### config.mk
export PLATFORM = sky130hd
export DESIGN_NAME = lfsr_prng_stream
export DESIGN_NICKNAME = d
export VERILOG_FILES = /design/src/rtl/lfsr_pkg.sv /design/src/rtl/lfsr_unroll.sv /design/src/rtl/lfsr_prng_stream.sv
export SDC_FILE = /design/constraint.sdc
export NUM_CORES = 1
export LEC_CHECK = 0
export CAP_MARGIN = 20
export CORE_AREA = 3 3 40 42
export CTS_CLUSTER_SIZE = 16
export DETAILED_ROUTE_END_ITERATION = 12
export DIE_AREA = 0 0 43 45
export GPL_TIMING_DRIVEN = 0
export PLACE_DENSITY = 0.67
export SETUP_SLACK_MARGIN = 0.5
export SYNTH_ARGS = -nofsm -noshare
export SYNTH_HDL_FRONTEND = slang
export SYNTH_HIERARCHICAL = 1
export SYNTH_SLANG_ARGS = --single-unit
export TNS_END_PERCENT = 50
### constraint.sdc
create_clock -name clk -period 2.55 [get_ports clk]
set_input_delay 0.3825 -clock clk [delete_from_list [all_inputs] [get_ports clk]]
set_output_delay 0.3825 -clock clk [all_outputs]
set_load 0.05 [all_outputs]
### src/rtl/lfsr_pkg.sv
// Shared LFSR definitions: state enum, all-ones lockup constant generator,
// single-step XNOR Fibonacci advance and default maximal-length tap masks.
package lfsr_pkg;

  localparam int unsigned LFSR_MAX_W = 64;

  typedef logic [LFSR_MAX_W-1:0] lfsr_word_t;

  typedef enum logic {
    WARM = 1'b0,
    RUN  = 1'b1
  } lfsr_state_t;

  localparam logic [5:0]  LFSR_TAPS_6  = 6'b110000;
  localparam logic [7:0]  LFSR_TAPS_8  = 8'b1011_1000;
  localparam logic [15:0] LFSR_TAPS_16 = 16'hB400;
  localparam logic [31:0] LFSR_TAPS_32 = 32'h8020_0003;

  // All-ones value of the given width; the XNOR-feedback fixed point.
  function automatic lfsr_word_t LFSR_LOCKUP_XNOR(input int unsigned width);
    return {LFSR_MAX_W{1'b1}} >> (LFSR_MAX_W - width);
  endfunction

  function automatic lfsr_word_t lfsr_step(input lfsr_word_t state,
                                           input lfsr_word_t taps,
                                           input int unsigned width);
    logic fb;
    fb = ~^(state & taps);
    return ((state << 1) | {{(LFSR_MAX_W-1){1'b0}}, fb}) & LFSR_LOCKUP_XNOR(width);
  endfunction

endpackage

### src/rtl/lfsr_unroll.sv
// Combinational unroll of STAGES chained single LFSR steps.
module lfsr_unroll
  import lfsr_pkg::*;
#(
  parameter int unsigned       WIDTH  = 6,
  parameter logic [WIDTH-1:0]  TAPS   = 6'b110000,
  parameter int unsigned       STAGES = 1
) (
  input  logic [WIDTH-1:0] state_in,
  output logic [WIDTH-1:0] state_out
);

  logic [WIDTH-1:0] chain [STAGES+1];

  assign chain[0] = state_in;

  for (genvar i = 0; i < STAGES; i++) begin : g_step
    assign chain[i+1] = WIDTH'(lfsr_step(lfsr_word_t'(chain[i]), lfsr_word_t'(TAPS), WIDTH));
  end

  assign state_out = chain[STAGES];

endmodule

### src/rtl/lfsr_prng_stream.sv
// XNOR Fibonacci LFSR random stream with seed load, warm-up discard and
// valid/ready output. Optional macro LFSR_LOCKUP_RECOVER_EN adds all-ones recovery.
module lfsr_prng_stream
  import lfsr_pkg::*;
#(
  parameter int unsigned       WIDTH  = 6,
  parameter logic [WIDTH-1:0]  TAPS   = 6'b110000,
  parameter int unsigned       OUT_W  = 1,
  parameter int unsigned       WARMUP = 0
) (
  input  logic             clk,
  input  logic             rst,
  input  logic             seed_load,
  input  logic [WIDTH-1:0] seed_in,
  input  logic             out_ready,
  output logic             out_valid,
  output logic [OUT_W-1:0] out_data,
  output logic             lockup
);

  if (WIDTH < 2 || WIDTH > LFSR_MAX_W) begin : g_bad_width
    $error("lfsr_prng_stream: WIDTH must be in 2..64");
  end
  if (OUT_W < 1 || OUT_W > WIDTH) begin : g_bad_out_w
    $error("lfsr_prng_stream: OUT_W must be in 1..WIDTH");
  end
  if (TAPS == '0) begin : g_bad_taps
    $error("lfsr_prng_stream: TAPS must not be zero");
  end
  if (WARMUP > 255) begin : g_bad_warmup
    $error("lfsr_prng_stream: WARMUP must be in 0..255");
  end

  localparam logic [WIDTH-1:0] LOCKUP_VAL = WIDTH'(LFSR_LOCKUP_XNOR(WIDTH));
  localparam logic [7:0]       WARM_LAST  = (WARMUP == 0) ? 8'd0 : 8'(WARMUP - 1);
  localparam bit               HAS_WARMUP = (WARMUP != 0);

  lfsr_state_t      fsm_p0;
  lfsr_state_t      fsm_d;
  logic [WIDTH-1:0] state_p0;
  logic [WIDTH-1:0] state_d;
  logic [WIDTH-1:0] adv_state;
  logic [7:0]       warm_cnt_p0;
  logic [7:0]       warm_cnt_d;
  logic             lockup_p0;
  logic             vld_p0;
  logic             fire;
  logic             recover;

  lfsr_unroll #(
    .WIDTH  (WIDTH),
    .TAPS   (TAPS),
    .STAGES (OUT_W)
  ) u_unroll (
    .state_in  (state_p0),
    .state_out (adv_state)
  );

`ifdef LFSR_LOCKUP_RECOVER_EN
  assign recover = (state_p0 == LOCKUP_VAL);
`else
  assign recover = 1'b0;
`endif

  assign fire = vld_p0 && out_ready;

  always_ff @(posedge clk) begin
    if (rst) begin
      fsm_p0 <= WARM;
    end else begin
      fsm_p0 <= fsm_d;
    end
  end

  // WARM exits after WARMUP advances; with no warm-up it only inserts the
  // single bubble cycle that follows reset or a seed load.
  always_comb begin
    fsm_d = fsm_p0;
    if (seed_load) begin
      fsm_d = WARM;
    end else if (recover) begin
      fsm_d = RUN;
    end else if (fsm_p0 == WARM && warm_cnt_p0 == WARM_LAST) begin
      fsm_d = RUN;
    end
  end

  always_comb begin
    vld_p0 = (fsm_p0 == RUN) && !recover;
  end

  always_comb begin
    state_d    = state_p0;
    warm_cnt_d = warm_cnt_p0;
    if (seed_load) begin
      state_d    = seed_in;
      warm_cnt_d = 8'd0;
    end else if (recover) begin
      state_d = '0;
    end else if (fsm_p0 == WARM) begin
      if (HAS_WARMUP) begin
        state_d = adv_state;
        if (warm_cnt_p0 != 8'hFF) begin
          warm_cnt_d = warm_cnt_p0 + 8'd1;
        end
      end
    end else if (fire) begin
      state_d = adv_state;
    end
  end

  // Stage p0: state, warm-up counter and lockup status registers
  always_ff @(posedge clk) begin
    if (rst) begin
      state_p0    <= '0;
      warm_cnt_p0 <= 8'd0;
      lockup_p0   <= 1'b0;
    end else begin
      state_p0    <= state_d;
      warm_cnt_p0 <= warm_cnt_d;
      lockup_p0   <= (state_d == LOCKUP_VAL);
    end
  end

  assign out_valid = vld_p0;
  assign out_data  = state_p0[OUT_W-1:0];
  assign lockup    = lockup_p0;

endmodule
==> results of run 1 <==
==> worst register-to-register path, cell delays in order (launching register included) <==
cell and delay (ns):
dfxtp_1 0.32, buf_4 0.13, and3_1 0.16, o31ai_1 0.32
nor3_1 0.11, and3_1 0.19
==> placed cells by master, fill, tap and decap left out <==
| cell type | instances |
|---|---|
| o31ai_1 | 2 |
| clkdlybuf4s50_1 | 12 |
| buf_2 | 1 |
| nor2b_1 | 1 |
| a21boi_0 | 5 |
| and3_4 | 1 |
| a21boi_1 | 1 |
| a311oi_1 | 1 |
| and3_1 | 5 |
| buf_6 | 1 |
| dfxtp_1 | 8 |
| nor3_1 | 1 |
| nor3_2 | 1 |
| xnor2_1 | 1 |
| buf_4 | 6 |
| o31ai_2 | 3 |
| clkbuf_4 | 3 |
| nor2_1 | 7 |
| nand2b_1 | 5 |
==> worst max-delay path by stage <==
stage | endpoint | slack, ns | startpoint | depth (start not counted)
6_report | out_valid | 0.74 | out_valid | 1
3_5_place_dp | lockup | 0.71 | seed_load | 5
3_3_place_gp | lockup | 0.73 | seed_load | 5
5_1_grt | out_data | 0.70 | state_p0[0] | 1
4_1_cts | out_valid | 0.73 | out_valid | 1
2_1_floorplan | lockup | 1.00 | out_valid | 5
==> cell families after synthesis <==
kind of cell | share of synthesized area
compound gates | 0.232
xor+xnor | 0.0191
buf+inv | 0.134
simple gates | 0.265
flops | 0.350
==> registers in the layout, summed over array words and instances (netlist names) <==
name       flops
out_valid      1
lockup         1
state_p0       6
==> per-layer routing <==
metal  vias up  GRT usage  part of all wire
met5         -          0                 0
met4         0     0.0361             0.015
met3         2     0.0398             0.064
met2        14      0.132              0.41
met1       166      0.151              0.51
li1        201          -                 -
==> where the power goes <==
part           total, uW  switching (uW)  internal, uW
Combinational       72.4            32.0          40.3
Clock               95.0            41.2          53.7
Sequential           138            5.05           133
==> through the flow <==
stage / instance area, sq um / setup slack (ns)
final: 619 / 0.742
after global routing: 619 / 0.703
after CTS: 619 / 0.733
after detailed placement: 597 / 0.708
after global placement: 597 / 0.729
after floorplan: 458 / 1.00
==> cell type report <==
cell class | count | share of cell area
well taps | 15 | 0.0303
clock buffers | 3 | 0.0364
repair buffers | 12 | 0.194
multi-input cells | 34 | 0.382
flip-flops and latches | 8 | 0.259
plain buffers | 8 | 0.0990
==> results.json, run 1 <==
{
  "whs_ns": 0.713,
  "synth_cell_types": 17,
  "worst-endpoint-arrival_ns": 1.43,
  "antenna_cells": 0,
  "clock_latency_ns": 0.25,
  "async_reset_ff_frac": 0,
  "io_pins": 13,
  "clock_path_buffers": 2,
  "worst-r2r-cell-count": 5,
  "synth_top_cell_by_area": "dfxtp_1",
  "numCtsBuffers": 3,
  "fmax_mhz": 553,
  "syn_to_final_growth_pct": 35.2,
  "multi_input_area_sq_um": 236,
  "setup_viol": 0,
  "status": "completed",
  "grt_pass1_wl_mm": 1.44,
  "max_stage_delay_ns": 0.82,
  "cts-root-buf": "clkbuf_4",
  "end_kind": "output pin",
  "cp_cell_sequence": "clkdlybuf4s50_1",
  "hold_buffers": 0,
  "place.gp.congestion": 0.672,
  "synth_nets": 60,
  "clock_skew_ns": 0.000866,
  "yosys-top-cells-area": "dfxtp_1 (35%), buf_4 (9.8%), a21boi_0 (8.2%)",
  "syn_avg_cell_area_sq_um": 9.16,
  "crit_buf_inv": 1,
  "wl_microns": 934,
  "finalPower_uw": 306,
  "r2r_start": "state_p0[0]",
  "finish.utilization": 0.482,
  "rr_endpoint": "lockup",
  "dp.cells": 77,
  "synth-warning-count": 6,
  "coreArea_sq_mm": 0.00128,
  "drt_iter0_drc": 6,
  "worst_hold_path.endpoint": "state_p0[3]",
  "die_height_microns": 45,
  "maxCapViolCount": 0,
  "grt_setup_unrepaired": "no",
  "ir_worst_vdd_v": 0.000258,
  "worst_setup_path_start_kind": "flop",
  "cts_resized": 0,
  "fillers": 133,
  "synth_cells": 50,
  "hold_path.class": "reg -> reg",
  "postRouteAntennaNets": 0,
  "worst_pin_slew_ns": 0.501,
  "yosysMostFrequentCell": "dfxtp_1",
  "layout-drive-gt1-share": 0.246,
  "dr.pass1.iters": 4,
  "num_rows": 13,
  "period_share": 0.709,
  "antenna_found_initial": 0,
  "timing.critical_path.max_delay_family": "buffers and inverters",
  "reg2reg_slack_ns": 1.21,
  "cts.sinks": 8,
  "post_cts_buffers": 0,
  "grt_pass1_vias": 332,
  "synth_edf_count": 0,
  "ys_top_cells_by_count": "dfxtp_1 (8), nor2_1 (7), buf_4 (6)",
  "htree_num_levels": 1,
  "grt_usage": 0.102,
  "seqCellArea_sq_um": 160,
  "dp_hpwl_microns": 678,
  "hold_depth": 3,
  "overflow": 0,
  "relSlewSlack": 0.665,
  "cp_data_required_time_ns": 2.17,
  "viasPerCell": 4.79,
  "leakage_uw": 0.000262,
  "yosys_most_used_dff": "dfxtp_1",
  "vias": 383,
  "ys_seq_area_frac": 0.350,
  "fin_crit_ns": 1.81,
  "portBuffers": 12,
  "final_cell_count_no_fill": 80,
  "finalHoldViolCount": 0,
  "slew_violations": 0,
  "wl_per_cell_microns": 11.7,
  "die_w_microns": 43,
  "cpMaxStageDelayCell": "clkdlybuf4s50_1",
  "drc_errors": 0,
  "clk_pin_slew_ns": 0.05,
  "power_density_mw_per_mm2": 493,
  "min_from": "state_p0[3]",
  "syn_area_sq_um": 458,
  "initial_utilization": 0.356,
  "worst-path-max-fanout": 4,
  "timing.setup.tns_ns": 0,
  "dieArea_sq_mm": 0.00194,
  "synth_top_area_share": 0.350,
  "nNetsFinal": 77,
  "cts_tree": "built",
  "grt_start_max_net_pins": 11,
  "postSynthRegisterBits": 8,
  "crit_type": "reg -> out"
}
(Power assumes the default switching activity.)
==> inputs of run 2 (changes only) <==
==> constraint.sdc (replaced) <==
create_clock -name clk -period 1.7 [get_ports clk]
set_input_delay 0.255 -clock clk [delete_from_list [all_inputs] [get_ports clk]]
set_output_delay 0.255 -clock clk [all_outputs]
set_load 0.05 [all_outputs]
==> run 2 against run 1 <==
  * Clock skew grew 0.0080 ns
  * Critical path depth increased by 4
  * Core utilization grew 7.5 points
  * Final cell count is 7.5% higher
  * Sequential power rose by 49%
  * Non-clock buffer count rose by 5
  * Critical endpoint is now lockup
  * Largest power group unchanged
==> results.json, run 2 (same netlist as run 1, synthesis figures left out) <==
{
  "status": "completed",
  "cp_data_required_time_ns": 1.84,
  "fillers": 125,
  "clock_path_buffers": 2,
  "worst-r2r-cell-count": 5,
  "end_kind": "flop",
  "io_pins": 13,
  "cp_cell_sequence": "buf_6 -> and3_4 -> o31ai_2 -> nor2_1 -> and3_1",
  "worst_setup_path_start_kind": "flop",
  "relSlewSlack": 0.806,
  "clock_latency_ns": 0.26,
  "fmax_mhz": 804,
  "reg2reg_slack_ns": 0.46,
  "dp.cells": 77,
  "placed_cell_area_sq_um": 626,
  "finalHoldViolCount": 0,
  "setup_viol": 0,
  "die_height_microns": 45,
  "coreArea_sq_mm": 0.00128,
  "worst_pin_slew_ns": 0.289,
  "slew_violations": 0,
  "cpMaxStageDelayCell": "dfxtp_4",
  "grt_pass1_wl_mm": 1.73,
  "viasPerCell": 4.79,
  "leakage_uw": 0.000304,
  "max_stage_delay_ns": 0.35,
  "drc_errors": 0,
  "vias": 412,
  "final_common_cell": "buf_4",
  "cts-root-buf": "clkbuf_4",
  "clk_pin_slew_ns": 0.06,
  "cts_tree": "built",
  "worst-path-max-fanout": 10,
  "setup_ws_ns": 0.456,
  "timing.critical_path.max_delay_family": "simple AND/OR/NAND/NOR gates",
  "r2r_start": "out_valid",
  "initial_utilization": 0.356,
  "numCtsBuffers": 3,
  "layout-drive-gt1-share": 0.451,
  "endpoint": "lockup",
  "clock_skew_ns": 0.00882,
  "cp.depth": 5,
  "dp_hpwl_microns": 680,
  "crit_type": "reg -> reg",
  "fin_area_sq_um": 716,
  "nNetsFinal": 82,
  "num_rows": 13,
  "place_ws_ns": 0.0359,
  "place.gp.congestion": 0.687,
  "portBuffers": 12,
  "maxCapViolCount": 0,
  "grt_setup_unrepaired": "yes",
  "cts.sinks": 8,
  "die_w_microns": 43,
  "dieArea_sq_mm": 0.00194,
  "rr_endpoint": "lockup",
  "fin_crit_ns": 1.24,
  "antenna_found_initial": 0,
  "grt_pass1_vias": 418,
  "hold_path.class": "in -> reg",
  "power_density_mw_per_mm2": 702,
  "ir_worst_vdd_v": 0.000397,
  "grt_start_max_net_pins": 11,
  "max_flop_register": "state_p0",
  "overflow": 0,
  "crit_buf_inv": 1,
  "worst-endpoint-arrival_ns": 1.39,
  "dr.pass1.iters": 1,
  "grt_usage": 0.121,
  "crit_start": "out_valid",
  "drt_iter0_drc": 0,
  "finalPower_uw": 502,
  "timing.setup.tns_ns": 0,
  "wl_per_cell_microns": 11.7,
  "antenna_cells": 0,
  "period_share": 0.732,
  "wl_mm": 1.01,
  "largest_reg_flops": 6,
  "postRouteAntennaNets": 0,
  "htree_num_levels": 1,
  "final_cell_count_no_fill": 86,
  "syn_to_final_growth_pct": 56.3,
  "layout_common_cells": "buf_4 (9), nor2_1 (7), clkdlybuf4s50_1 (7)"
}
==> run 2: layer usage <==
metal  wire length [microns]  part of all wire  global-route usage  vias to the layer above
met5                       0                 0                   0                        -
met3                      54             0.054              0.0319                        4
met4                      29             0.029              0.0904                        0
li1                        -                 -                   -                      212
met1                     496              0.49               0.151                      185
met2                     426              0.42               0.180                       11
==> run 2: per-stage QoR <==
stage / util / hold slack (ns)
2_1_floorplan: - / 0.312
3_3_place_gp: 0.487 / 0.665
3_5_place_dp: 0.487 / 0.665
4_1_cts: 0.536 / 0.529
5_1_grt: 0.557 / 0.560
6_report: 0.557 / 0.529
==> run 2: worst min-delay path by stage <==
stage,from,slack (ns),cells past startpoint,to
global placement,state_p0[3],0.67,3,state_p0[3]
finish,seed_load,0.53,4,state_p0[3]
global route,seed_load,0.56,4,state_p0[4]
floorplan,rst,0.31,1,out_valid
CTS,seed_load,0.53,4,state_p0[3]
detailed placement,state_p0[3],0.66,3,state_p0[3]
==> run 2: what timing repair did <==
item | CTS | global route
pin swaps | 1 | 3
gates resized for setup | 19 | 5
gates cloned | 1 | 0
setup buffers | 1 | 3
setup endpoints to repair | 6 | 4
hold buffers | 0 | 0
==> run 2: cell type report <==
class	count	area, sq um	area share
multi-input combinational	34	280	0.392
sequential	8	169	0.236
clock buffer	4	26.3	0.0367
tap	15	18.8	0.0262
timing repair buffer	17	146	0.205
buffer	8	75.1	0.105
==> run 2: worst reg2reg max path, delay by kind of cell (launching register included) <==
| kind | cells | cell delay, ns |
|---|---|---|
| and+or+nand+nor | 3 | 0.40 |
| buffers and inverters | 1 | 0.13 |
| DFF | 1 | 0.35 |
| AOI/OAI and AO/OA | 1 | 0.25 |
==> run 2: report_power, final <==
part | leakage (uW) | switching (uW) | internal (uW)
combinational | 0.000222 | 58.3 | 77.0
sequential | 0.0000678 | 7.31 | 199
clock | 0.0000150 | 70.8 | 90.2
total | 0.000304 | 136 | 366
==> inputs of run 3 (changes only) <==
--- a/config.mk
+++ b/config.mk
@@ -11,7 +11,7 @@
 export DETAILED_ROUTE_END_ITERATION = 12
 export DIE_AREA = 0 0 43 45
 export GPL_TIMING_DRIVEN = 0
-export PLACE_DENSITY = 0.67
+export PLACE_DENSITY = 0.69
 export SETUP_SLACK_MARGIN = 0.5
 export SYNTH_ARGS = -nofsm -noshare
 export SYNTH_HDL_FRONTEND = slang
==> constraint.sdc (replaced) <==
create_clock -name clk -period 1.1 [get_ports clk]
set_input_delay 0.165 -clock clk [delete_from_list [all_inputs] [get_ports clk]]
set_output_delay 0.165 -clock clk [all_outputs]
set_load 0.05 [all_outputs]
==> run 3 against run 2 <==
  * The flow now finishes with violations (negative setup slack)
  * Fmax decreased by 2.6%
  * Critical path depth up 1
  * Register-to-register slack worse by 0.63 ns
  * Total power up 65%
  * Largest cell class unchanged
  * Highest routed layer unchanged
==> results.json, run 3 (same netlist as run 1, synthesis figures left out) <==
{
  "layout-drive-gt1-share": 0.568,
  "antenna_found_initial": 0,
  "grt_start_max_net_pins": 11,
  "portBuffers": 12,
  "grt_pass1_wl_mm": 2.05,
  "dr.pass1.iters": 4,
  "dr.max_layer_used": "met4",
  "overflow": 0,
  "layout_common_cells": "buf_4 (10), buf_6 (7), nor2_1 (7), clkdlybuf4s50_1 (7)",
  "postRouteAntennaNets": 0,
  "finalPower_uw": 830,
  "status": "finished with violations",
  "nNetsFinal": 85,
  "largest_reg_flops": 6,
  "leakage_uw": 0.000346,
  "initial_utilization": 0.356,
  "finish.utilization": 0.647,
  "end_kind": "flop",
  "clock_latency_ns": 0.25,
  "period_share": 1.16,
  "cts_tree": "built",
  "grt_usage": 0.146,
  "io_pins": 13,
  "power_density_mw_per_mm2": 1000,
  "worst_pin_slew_ns": 0.283,
  "dp.cells": 77,
  "hold_buffers": 0,
  "cts.sinks": 8,
  "wl_met2_microns": 634,
  "clock_path_buffers": 2,
  "clock_skew_ns": 0.00760,
  "wl_met3_microns": 40,
  "setup_viol": 4,
  "htree_num_levels": 1,
  "vias": 429,
  "failed_checks": "negative setup slack",
  "ir_worst_vdd_v": 0.000661,
  "clk_pin_slew_ns": 0.06,
  "dieArea_sq_mm": 0.00194,
  "coreArea_sq_mm": 0.00128,
  "worst-path-max-fanout": 6,
  "final_common_cell": "buf_4",
  "fin_crit_ns": 1.28,
  "cts-root-buf": "clkbuf_4",
  "numCtsBuffers": 3,
  "viasPerCell": 4.82,
  "wl_mm": 1.21,
  "relSlewSlack": 0.810,
  "final_cell_count_no_fill": 89,
  "wl_met1_microns": 526,
  "num_rows": 13,
  "maxCapViolCount": 0,
  "worst-endpoint-arrival_ns": 1.41,
  "crit_type": "reg -> reg",
  "hold_path.class": "in -> reg",
  "worst_setup_path_start_kind": "flop",
  "whs_ns": 0.365,
  "place.gp.congestion": 0.660,
  "wl_per_cell_microns": 13.6,
  "timing.setup.tns_ns": -0.449,
  "die_height_microns": 45,
  "drc_errors": 0,
  "drt_iter0_drc": 8,
  "setup_ws_ns": -0.178,
  "grt_setup_unrepaired": "yes",
  "max_flop_register": "state_p0",
  "die_w_microns": 43,
  "cp_data_required_time_ns": 1.24,
  "slew_violations": 0,
  "syn_to_final_growth_pct": 81.4,
  "fmax_mhz": 783,
  "finalHoldViolCount": 0,
  "antenna_cells": 0,
  "fillers": 115,
  "grt_pass1_vias": 446,
  "dp_hpwl_microns": 661
}
==> run 3: area by class of cell <==
class	instances	area, sq um	share of cell area
Sequential cell	8	169	0.203
Buffer	8	75.1	0.0904
Tap cell	15	18.8	0.0226
Timing Repair Buffer	20	200	0.241
Clock buffer	4	26.3	0.0316
Multi-Input combinational cell	34	342	0.411
==> run 3: critical path, cell delays in order (launching register included) <==
cell and delay [ns]:
dfxtp_4 0.35, buf_6 0.12, buf_8 0.13, a21boi_4 0.06
o31ai_4 0.26, nor3_2 0.06, and3_1 0.18
==> run 3: what timing repair did <==
item / 4_1_cts / 5_1_grt
setup buffers: 6 / 2
endpoints found under the setup margin: 11 / 11
pin swaps: 8 / 1
cloned: 0 / 0
gates resized for setup: 42 / 6
==> run 3: metal layers <==
layer | track usage | up-vias
met4 | 0.0723 | 0
met2 | 0.243 | 11
li1 | - | 219
met1 | 0.184 | 197
met3 | 0.0239 | 2
met5 | 0 | -
==> run 3: power by group <==
group	switching [uW]	internal, uW
sequential	12.5	307
combinational	114	155
clock	103	139
total	229	601
==> run 3: path summary, 6_finish.rpt <==
kind	end	startpoint	slack [ns]	cells past startpoint
max	lockup	out_valid	-0.18	6
min	state_p0[4]	seed_load	0.36	4
max reg2reg	lockup	out_valid	-0.18	6
min reg2reg	state_p0[5]	state_p0[5]	0.77	3
==> run 3: stage by stage <==
stage,worst slack [ns],area [sq um]
6_report,-0.178,831
5_1_grt,-0.221,831
4_1_cts,-0.135,802
3_5_place_dp,-0.457,626
3_3_place_gp,-0.470,626
2_1_floorplan,-0.119,487
